[src/rtl/stream_demux1to4.sv]
// One-to-four stream demultiplexer: each destination owns a 2-entry FIFO,
// so one stalled sink never blocks traffic routed to the others.
module stream_demux1to4 #(
    parameter int WIDTH = 8
) (
    input  logic               clk,
    input  logic               rst,
    input  logic [WIDTH-1:0]   in_data,
    input  logic [1:0]         in_sel,
    input  logic               in_valid,
    output logic               in_ready,
    output logic [4*WIDTH-1:0] out_data,
    output logic [3:0]         out_valid,
    input  logic [3:0]         out_ready,
    output logic [31:0]        out_count
);

    // Handshake: a word moves on a rising edge only when valid && ready are
    // both high; valid never waits on ready, and in_ready never looks at out_ready.

    // Occupancy of every channel, two bits per channel, channel i at [2*i +: 2].
    logic [7:0] occ_flat;

    // A full target stays not-ready even if it drains this cycle, which keeps
    // in_ready a function of registered occupancy and in_sel only.
    always_comb begin
        in_ready = (occ_flat[{in_sel, 1'b0} +: 2] != 2'd2);
    end

    genvar ch;
    generate
        for (ch = 0; ch < 4; ch++) begin : g_ch
            logic [WIDTH-1:0] mem [2];
            logic             wr_ptr;
            logic             rd_ptr;
            logic [1:0]       occ;
            logic [7:0]       cnt;
            logic             push;
            logic             pop;

            assign push = in_valid && in_ready && (in_sel == 2'(ch));
            assign pop  = out_valid[ch] && out_ready[ch];

            always_ff @(posedge clk or posedge rst) begin
                if (rst) begin
                    wr_ptr <= 1'b0;
                    rd_ptr <= 1'b0;
                    occ    <= 2'd0;
                    cnt    <= 8'd0;
                end else begin
                    if (push) wr_ptr <= ~wr_ptr;
                    if (pop) begin
                        rd_ptr <= ~rd_ptr;
                        cnt    <= cnt + 8'd1;
                    end
                    case ({push, pop})
                        2'b10:   occ <= occ + 2'd1;
                        2'b01:   occ <= occ - 2'd1;
                        default: occ <= occ;
                    endcase
                end
            end

            // Payload storage needs no reset: it is only visible while occupancy is nonzero.
            always_ff @(posedge clk) begin
                if (push) mem[wr_ptr] <= in_data;
            end

            assign occ_flat[2*ch +: 2]          = occ;
            assign out_valid[ch]                = (occ != 2'd0);
            assign out_data[ch*WIDTH +: WIDTH]  = (occ != 2'd0) ? mem[rd_ptr] : '0;
            assign out_count[ch*8 +: 8]         = cnt;
        end
    endgenerate

endmodule
[config.mk]
export PLATFORM = sky130hd
export DESIGN_NAME = stream_demux1to4
export DESIGN_NICKNAME = d
export VERILOG_FILES = /design/src/rtl/stream_demux1to4.sv
export SDC_FILE = /design/constraint.sdc
export NUM_CORES = 1
export LEC_CHECK = 0
export ABC_AREA = 1
export CORE_MARGIN = 2
export CORE_UTILIZATION = 45
export CTS_BUF_LIST = sky130_fd_sc_hd__clkbuf_8 sky130_fd_sc_hd__clkbuf_16
export CTS_CLUSTER_DIAMETER = 150
export CTS_CLUSTER_SIZE = 20
export DETAILED_ROUTE_END_ITERATION = 8
export GPL_TIMING_DRIVEN = 0
export HOLD_SLACK_MARGIN = 0.06
export PLACE_DENSITY = 0.71
export SLEW_MARGIN = 20
export SYNTH_ARGS = -nofsm -noshare
export SYNTH_HDL_FRONTEND = slang
export SYNTH_SLANG_ARGS = --single-unit
[constraint.sdc]
create_clock -name clk -period 2.9 [get_ports clk]
set_clock_uncertainty 0.1 [all_clocks]
set_input_delay 0.725 -clock clk [delete_from_list [all_inputs] [get_ports clk]]
set_output_delay 0.725 -clock clk [all_outputs]
set_load 0.01 [all_outputs]
-- After elaboration in Yosys (flattened, before gate mapping)
Memory sizes are Yosys's and may differ from the RTL's.
Cells that the tools add are included.
- memories kept: 4
- RAM bits: 64
- output and inout port bits: 69
- flip-flop bits (word level): 48
- bitwise operators: 8
- mux-type cells: 16
- equality and inequality tests: 12
- $add $sub $neg: 12
- reductions and logical operators: 18
- shifts and indexed selects: 1
- memory list (name ; words ; bits a word ; rd ports ; clocked after memory_dff ; wr ports ; RTL line ; RTL):
    g_ch[0].mem ; 2 ; 8 ; 1 ; 0 ; 1 ; 33 ; logic [WIDTH-1:0] mem [2];
    g_ch[1].mem ; 2 ; 8 ; 1 ; 0 ; 1 ; 33 ;
    g_ch[2].mem ; 2 ; 8 ; 1 ; 0 ; 1 ; 33 ;
    g_ch[3].mem ; 2 ; 8 ; 1 ; 0 ; 1 ; 33 ;
- operator list (kind ; count):
    $add A8 B1 Y8 const B ; 4
    $mux W8 ; 4
    $pmux W2 S2 ; 4
    $reduce_bool A2 Y1 ; 8
    $eq A2 B2 Y1 const B ; 6
    $eq A2 B1 Y1 const B ; 5
    $logic_and A1 B1 Y1 ; 9
    $add A2 B1 Y2 const B ; 4
    $mux W1 ; 8
    $not A1 Y1 ; 8
    $shiftx A8 B4 Y2 ; 1
    $sub A2 B1 Y2 const B ; 4
    $logic_not A2 Y1 ; 1
    $ne A2 B2 Y1 const B ; 1

-- Logic depth before layout (Yosys ltp)
Gate-level depths: netlist of run 1.
- depth after elaboration: 6
- gate-level depth with buffers: 12

-- Worst setup path after synthesis of run 1
Ideal clock, no wire load.
- path kind: input -> register
- start: input in_sel[0]
- end: register g_ch[0].occ[1]
- data required time: 2.669 ns
- arrival time: 2.029 ns
- path slack: 0.640 ns
- buffers on the path: 1
- library setup time: 0.131 ns
- stages on the path: 11
- cell sequence: buf_4 > nor2_2 > nand2_1 > nand2_2 > nor2_4 > nand2_8 > nand3_2 > ha_1 > a21oi_1 > o21ai_0 > xor2_1
- longest elaborated chain between the ends: 6
- ends and longest elaborated chain (what ; RTL line ; RTL):
    start, declared ; 9 ; input logic [1:0] in_sel,
    $shiftx A8 B4 Y2 * ; 27 ; in_ready = (occ_flat[{in_sel, 1'b0} +: 2] != 2'd2);
    $ne A2 B2 Y1 * ; 27 ;
    via in_ready ; 11 ; output logic in_ready,
    $logic_and A1 B1 Y1 * (2 in a row) ; 41 ; assign push = in_valid && in_ready && (in_sel == 2'(ch));
    $eq A2 B1 Y1 or $eq A2 B2 Y1 (tied branches) ; 56 ; case ({push, pop})
    $pmux W2 S2 or $reduce_bool A2 Y1 (tied branches) ; -- ;
    end signal, assigned ; 57 ; 2'b10: occ <= occ + 2'd1;
    end signal, assigned ; 58 ; 2'b01: occ <= occ - 2'd1;
    end, declared ; 36 ; logic [1:0] occ;
Mark *: on every way through the listed nets, which the timed path passes. The rest lies on a longest branch.
A chain may end at the register's enable or synchronous reset.

-- Final worst setup path of run 1
- start: register g_ch[0].rd_ptr
- end: output out_data[2]
- longest elaborated chain between the ends: 2
- ends and longest elaborated chain (what ; RTL line ; RTL):
    start, declared ; 35 ; logic rd_ptr;
    start signal, assigned ; 53 ; rd_ptr <= ~rd_ptr;
    $mem_v2 Z2 W8 ; -- ;
    $mux W8 ; 71 ; assign out_data[ch*WIDTH +: WIDTH] = (occ != 2'd0) ? mem[rd_ptr] : '0;
    end, declared ; 12 ; output logic [4*WIDTH-1:0] out_data,
No other way between the ends.

==> results of run 1 <==
==> repair_timing <==
action | 4_1_cts | 5_1_grt
endpoints found under the hold margin | 0 | 0
pin swaps | 0 | 1
gates resized for setup | 4 | 2
hold buffers | 0 | 0
setup endpoints to repair | 13 | 15
cloned | 0 | 0
==> sequential cells by signal, indices dropped and copies added, names as in the netlist <==
name / count
g_ch.wr_ptr: 4
g_ch.rd_ptr: 4
g_ch.cnt: 32
g_ch.mem: 64
g_ch.occ: 8
==> cell families after synthesis <==
| kind of cell | after synthesis | synth area share [%] |
|---|---|---|
| buf+inv | 58 | 4.86 |
| flops | 112 | 63.5 |
| compound gates | 49 | 4.98 |
| xor+xnor | 32 | 5.70 |
| simple gates | 187 | 18.1 |
| fa+ha+maj | 8 | 2.03 |
| mux | 3 | 0.839 |
==> cell type report <==
class                           instances  share of cell area (%)
Buffer                                  5                   0.651
Clock buffer                           10                    2.24
Clock inverter                          6                    1.26
Inverter                               50                    3.05
Multi-Input combinational cell        279                    25.4
Sequential cell                       112                    50.8
Tap cell                              140                    2.85
Timing Repair Buffer                   84                    13.8
==> power breakdown <==
| part | internal (mW) | total [mW] | leakage, nW | switching (mW) |
|---|---|---|---|---|
| sequential | 2.06 | 2.49 | 1.16 | 0.427 |
| clock | 0.435 | 0.976 | 0.110 | 0.540 |
| combinational | 1.33 | 2.60 | 1.27 | 1.27 |
| total | 3.83 | 6.07 | 2.54 | 2.24 |
==> stage by stage <==
stage	setup TNS, ns	setup slack [ns]	std cells	cell area, um^2	utilization (%)
final	0	0.106	686	6150	57.2
after global routing	0	0.0234	686	6150	57.2
after CTS	-0.0138	-0.0138	688	6160	57.3
after detailed placement	-1.31	-0.277	673	5950	55.3
after global placement	-3.15	-0.250	672	5930	55.2
after floorplan	0	0.640	449	4920	-
==> placed cells by master (no fill, tap or decap), drive strengths merged, types with 6 or more instances in the layout <==
| cell type | netlist | final |
|---|---|---|
| nand4 | 11 | 11 |
| nand2 | 134 | 134 |
| nand3 | 15 | 15 |
| clkbuf | 3 | 11 |
| xor2 | 15 | 15 |
| o21ai | 13 | 13 |
| inv | 49 | 50 |
| clkdlybuf4s50 | 0 | 82 |
| buf | 5 | 6 |
| nor2 | 25 | 25 |
| a21oi | 36 | 36 |
| xnor2 | 17 | 17 |
| dfrtp | 48 | 48 |
| ha | 8 | 8 |
| edfxtp | 64 | 64 |
==> worst max-delay path: cells and delay by family, from the launching register on <==
family,cells,cell delay (ns)
flops,1,0.37
simple gates,1,0.08
buf+inv,3,0.93
compound gates,1,0.22
==> routing by layer <==
layer  vias to the layer above  global-route usage, %  share of wire, %
met5                         -                      0                 0
met4                         0                   7.51               1.9
met3                        13                   2.53               4.0
met2                        73                   28.5                48
met1                      1591                   23.2                46
li1                       1661                      -                 -
==> worst paths after layout <==
kind	to	cells past startpoint	slack (ns)
min in group asynchronous	g_ch[2].cnt[1]	2	0.59
min reg2reg	g_ch[2].wr_ptr	2	0.39
max reg2reg	g_ch[1].mem[1][7]	6	0.91
max	out_data[2]	5	0.11
min	g_ch[2].wr_ptr	2	0.39
max in group asynchronous	g_ch[0].wr_ptr	3	1.59
==> metrics list, run 1 <==
- Sequential elements use 63.5% of the synthesized area.
* Kind of start point of the critical path: flip-flop
- Port buffering added 83 buffers.
* Most frequently used cell type in the post-synthesis netlist: sky130_fd_sc_hd__nand2_1
* Run status: complete, no violations
- Number of antenna violations at the first check in global routing: 0
* Netlist area before placement: 4920 um^2
- The number of antenna diodes in the final layout is 0.
- In the final routed layout, each cell accounts on average for 13.8 um.
- After synthesis, the most frequently instantiated cells are sky130_fd_sc_hd__nand2_1 (127), sky130_fd_sc_hd__edfxtp_1 (64), sky130_fd_sc_hd__dfrtp_1 (48).
- Origin of the critical flop-to-flop path: g_ch[3].occ[0]
- Least-Margin Pin Slew: 0.717 ns
- Summing internal, switching and leakage power gives 6.07 mW.
- Summed over all cells, the static leakage comes to 2.54 nW.
- The longest clock path from root to sink contains 2 buffers.
- Placer congestion estimate: 0.806
* Top cell type's share of synthesized area: 39.1%
* Count of nets after finishing: 566
- The pre-antenna-repair detailed-routing pass consisted of 4 iterations.
- Unrepaired setup endpoints after global routing: false
- Setup violations remaining at the end of the flow were counted as 0.
- TritonCTS created 9 clock buffers.
* Seq. cell area: 3120 um^2
* Buffer cell driving the clock tree root: sky130_fd_sc_hd__clkbuf_8
- On the worst path, the slowest cell contributes a delay of 0.58 ns.
- The H-tree was split into 3 levels.
- Critical-path cell list: buf_2, clkinv_1, nand2_1, a21oi_1, clkdlybuf4s50_1
* Global-route wire length before repair: 15.7 mm
* Vias in the first global route: 3304
- Sort of element at the end of the critical path: output port
* Fmax: 358 MHz
- Summed over all nets, the half-perimeter wirelength after detailed placement is 6.93 mm.
- # Max-Cap Violations: 0
- Largest net degree at the start of global routing: 29
* Number of pins with negative max-slew slack in the final report: 0
- Tracing the worst setup path back leads to its startpoint at g_ch[0].rd_ptr.
- Data arrival time at the worst-slack endpoint: 1.97 ns
* Initial core utilization: 45.8%
- Hold WS: 0.390 ns
* Die H: 109 um
- Chip Width: 109 um
- Highest-delay cell along the critical path: sky130_fd_sc_hd__clkdlybuf4s50_1
- The tightest min-delay check is of the reg -> reg type.
* Number of hold-slack violations in the final timing report: 0
- Of all cell types, the one taking the most synthesized area is sky130_fd_sc_hd__edfxtp_1.
- Clock insertion delay at the later pin of the skew report: 0.36 ns
- Post-CTS timing repair inserted 0 buffers for setup.
- Synthesized Nets: 474
- Required time at the worst-slack endpoint: 2.08 ns
- After layout, the worst path uses 96.3% of the clock period.
- Top_reg_cell synth: sky130_fd_sc_hd__edfxtp_1
- Via/cell ratio: 4.87
* P per Cell Area: 987 nW/um^2
- Final wirelength: 9.49 mm
* DRC violation count after routing: 0
- Clock-pin slew was measured on the worst setup and hold paths at 0.10 ns.
* Clock tree from TritonCTS: done
- Std-Cell Rows: 38
- Period minus WS final: 2.79 ns
* Gate Count Post-Synth: 449
- After filler insertion, the fill cell instance count of the layout stands at 928.
- After the first detailed-routing iteration, the DRC count stood at 140.
* Number of top-level pins: 86
- Yosys warning count: 0
- Post-Synthesis Mean Instance Area: 11.0 um^2
* Worst-case vdd ir drop: 0.513 mV
- After synthesis, the netlist uses 30 different library cells.
* Clk sink count: 112
- Global routing finished with a remaining overflow of 0.
- The post-route netlist has 10.1% of its cells at a drive strength greater than 1.
* Number of flops mapped to enable cells by yosys: 64
- Setup CP Type: reg -> out
- Remaining antenna violation count: 0
* Highest fanout seen on the critical path: 9
- The core region is 10700 um^2.
- Summing all multi-input logic gate instances after layout gives 1560 um^2.
* Largest cells by area after synthesis: sky130_fd_sc_hd__edfxtp_1 (39%), sky130_fd_sc_hd__dfrtp_1 (24%), sky130_fd_sc_hd__nand2_1 (9.7%)
* Overall track demand over capacity in global routing: 17.4%
- The die covers 11800 um^2.
* Area added between synthesis and finish: 24.9%
- Post-synthesis sequential element count: 112
- Max-slew headroom: 52.0%
- Via count: 3338
- Async set-or-reset flop fraction in the synthesized netlist: 42.9%
- The worst hold path begins at g_ch[2].wr_ptr.
Note: power is estimated with default switching activity, not from simulation.
==> run 2, diff against run 1 <==
==> constraint.sdc (replaced) <==
create_clock -name clk -period 3.55 [get_ports clk]
set_clock_uncertainty 0.1 [all_clocks]
set_input_delay 0.8875 -clock clk [delete_from_list [all_inputs] [get_ports clk]]
set_output_delay 0.8875 -clock clk [all_outputs]
set_load 0.01 [all_outputs]
==> metrics list, run 2 (synthesis gave the netlist of run 1 again) <==
- For this run, global-route usage on met2 was measured as 28.6%.
- Setup-failing EPs final: 0
* Overall overflow remaining after global route: 0
- Register with the most flip-flops: g_ch.mem
- Drt wl/cell: 13.8 um
- Remaining antenna violation count: 0
- The via count of the first global-routing pass is 3313.
* Period minus WS final: 3.52 ns
- Number of pins with negative max-slew slack in the final report: 0
* DRC violation count after routing: 0
- Number of port buffers: 83
- Max-slew headroom: 51.7%
* Largest net degree at the start of global routing: 29
- Registers with the most flip-flops: g_ch.mem (64), g_ch.cnt (32), g_ch.occ (8)
- Number of top-level pins: 86
- Fraction of the cycle the final worst path needs: 99.0%
* Total Power: 4.96 mW
- The layout has 925 filler cells.
- Cell leakage power: 2.55 nW
- Chip Width: 109 um
- Clock transition at the registers of the reported paths: 0.10 ns
- Std-Cell Rows: 38
- Worst setup slack after layout: 0.0348 ns
- Hold EP: g_ch[2].wr_ptr
- Destination of the worst register-to-register timing path: g_ch[1].mem[1][3]
- For this configuration, the core starts out at a cell density of 45.8%.
* Data arrival time at the worst-slack endpoint: 2.53 ns
* Max reg flops: 64
* Placer congestion estimate: 0.806
- Count of nets after finishing: 569
* Post-cts resize count: 0
- Die H: 109 um
- Setup CP Type: in -> out
- Pre-CTS worst setup slack: 0.0479 ns
- Area added between synthesis and finish: 25.2%
* Origin of the critical flop-to-flop path: g_ch[3].occ[0]
* Inserted Clock Buffers: 9
- Clock insertion delay at the later pin of the skew report: 0.37 ns
- TritonCTS built the clock tree.
- CTS H-Tree Depth: 3
- Post CTS Setup Buffer Count: 0
* Via/cell ratio: 4.86
- The routed layout has 3350 vias.
- After detailed routing, the total wire length is 9.52 mm.
* Standard cell core area: 10700 um^2
- The first global-routing pass estimated 15.7 mm of wire.
- Setup repair after global routing left no endpoint under its margin.
* Count of hold-fix buffers inserted at cts: 0
- Leading cell type in the layout, fill and taps excluded: sky130_fd_sc_hd__nand2_1
- Pre-antenna DRT Iters: 4
- Static timing analysis puts the maximum clock frequency at 284 MHz.
* Min-delay worst type: reg -> reg
* Overall track demand over capacity in global routing: 17.4%
- Reg-to-reg setup timing slack: 1.55 ns
- The die covers 11800 um^2.
- Run status: complete, no violations
- Sort of element at the end of the critical path: output port
* Buffer cell driving the clock tree root: sky130_fd_sc_hd__clkbuf_8
- Max-cap violations in this run came to 0.
* Number of antenna violations at the first check in global routing: 0
- The repair_antennas step left the layout with diodes totalling 0.
- In this run the most used layer during global routing was met2.
- The wire-length estimate of the detail-placed layout is 6.93 mm.
- The clock passes through at most 2 buffers.
- Number of hold-slack violations in the final timing report: 0
- The clock drives 112 sinks.
- Number of DRC violations after detailed-routing iteration 0: 139
- For the worst setup path, the data required time is 2.56 ns.
* Instance count along the most critical hold path: 2
- GRT met3 Usage: 2.53%
- The startpoint identified for the worst hold timing path is g_ch[2].wr_ptr.
- For the pin with the worst max-slew slack, the measured transition is 0.722 ns.
* Highest fanout seen on the critical path: 9
* Final total negative setup slack: 0 ns
* Worst-case vdd ir drop: 0.423 mV
- Dividing total power by cell area gives a power density of 806 nW/um^2.
* Kind of start point of the critical path: primary input
- In the global route stage, met1 resource usage came out at 23.2%.
* Most used cells in the layout excluding fill and tap cells: sky130_fd_sc_hd__nand2_1 (127), sky130_fd_sc_hd__clkdlybuf4s50_1 (83), sky130_fd_sc_hd__edfxtp_1 (64)
- Proportion of layout cells with a drive suffix above 1: 9.29%
* Register-to-Register Path Depth: 6
[run 2: cell types whose count changed in the layout (fill, tap and decap cells not counted)]
cell | before | now
sky130_fd_sc_hd__clkbuf_1 | 0 | 3
sky130_fd_sc_hd__inv_1 | 41 | 44
sky130_fd_sc_hd__inv_2 | 8 | 5
sky130_fd_sc_hd__clkbuf_2 | 1 | 0
sky130_fd_sc_hd__clkdlybuf4s50_1 | 82 | 83
[run 2: cell type report]
type | instances | area (um^2) | area share (%)
inverter | 50 | 188 | 3.05
sequential | 112 | 3120 | 50.7
buffer | 8 | 51.3 | 0.832
clock buffer | 10 | 138 | 2.23
multi-input combinational | 279 | 1560 | 25.3
clock inverter | 6 | 77.6 | 1.26
timing repair buffer | 84 | 851 | 13.8
tap | 140 | 175 | 2.84
[run 2: worst max path at each step]
stage,start,end
after floorplan,in_sel[0],in_ready
after global placement,in_sel[1],in_ready
after detailed placement,in_sel[1],in_ready
after CTS,in_sel[1],in_ready
after global routing,in_sel[1],in_ready
final,in_sel[1],in_ready
[run 2: through the flow]
stage               hold slack (ns)  instances  util (%)  instance area (um^2)
floorplan                     0.342        449         -                  4920
global placement              0.353        672      55.2                  5930
detailed placement            0.365        673      55.3                  5950
CTS                           0.393        689      57.3                  6160
global route                  0.403        689      57.3                  6160
finish                        0.391        689      57.3                  6160
[run 2: power by group]
part,internal (mW),switching [mW]
combinational,1.10,1.09
clock,0.356,0.441
sequential,1.68,0.294
total,3.13,1.83
[run 2: critical path: stages]
cell and delay (ns):
sky130_fd_sc_hd__clkdlybuf4s50_1 0.56, sky130_fd_sc_hd__nor2_2 0.21, sky130_fd_sc_hd__nand2_1 0.10, sky130_fd_sc_hd__nand2_2 0.08, sky130_fd_sc_hd__nor2_4 0.05, sky130_fd_sc_hd__nand2_8 0.08
sky130_fd_sc_hd__clkdlybuf4s50_1 0.55
[run 2: metal layers]
layer	vias up	part of all wire [%]
li1	1666	-
met1	1593	46
met2	78	48
met3	13	4.2
met4	0	1.9
met5	-	0
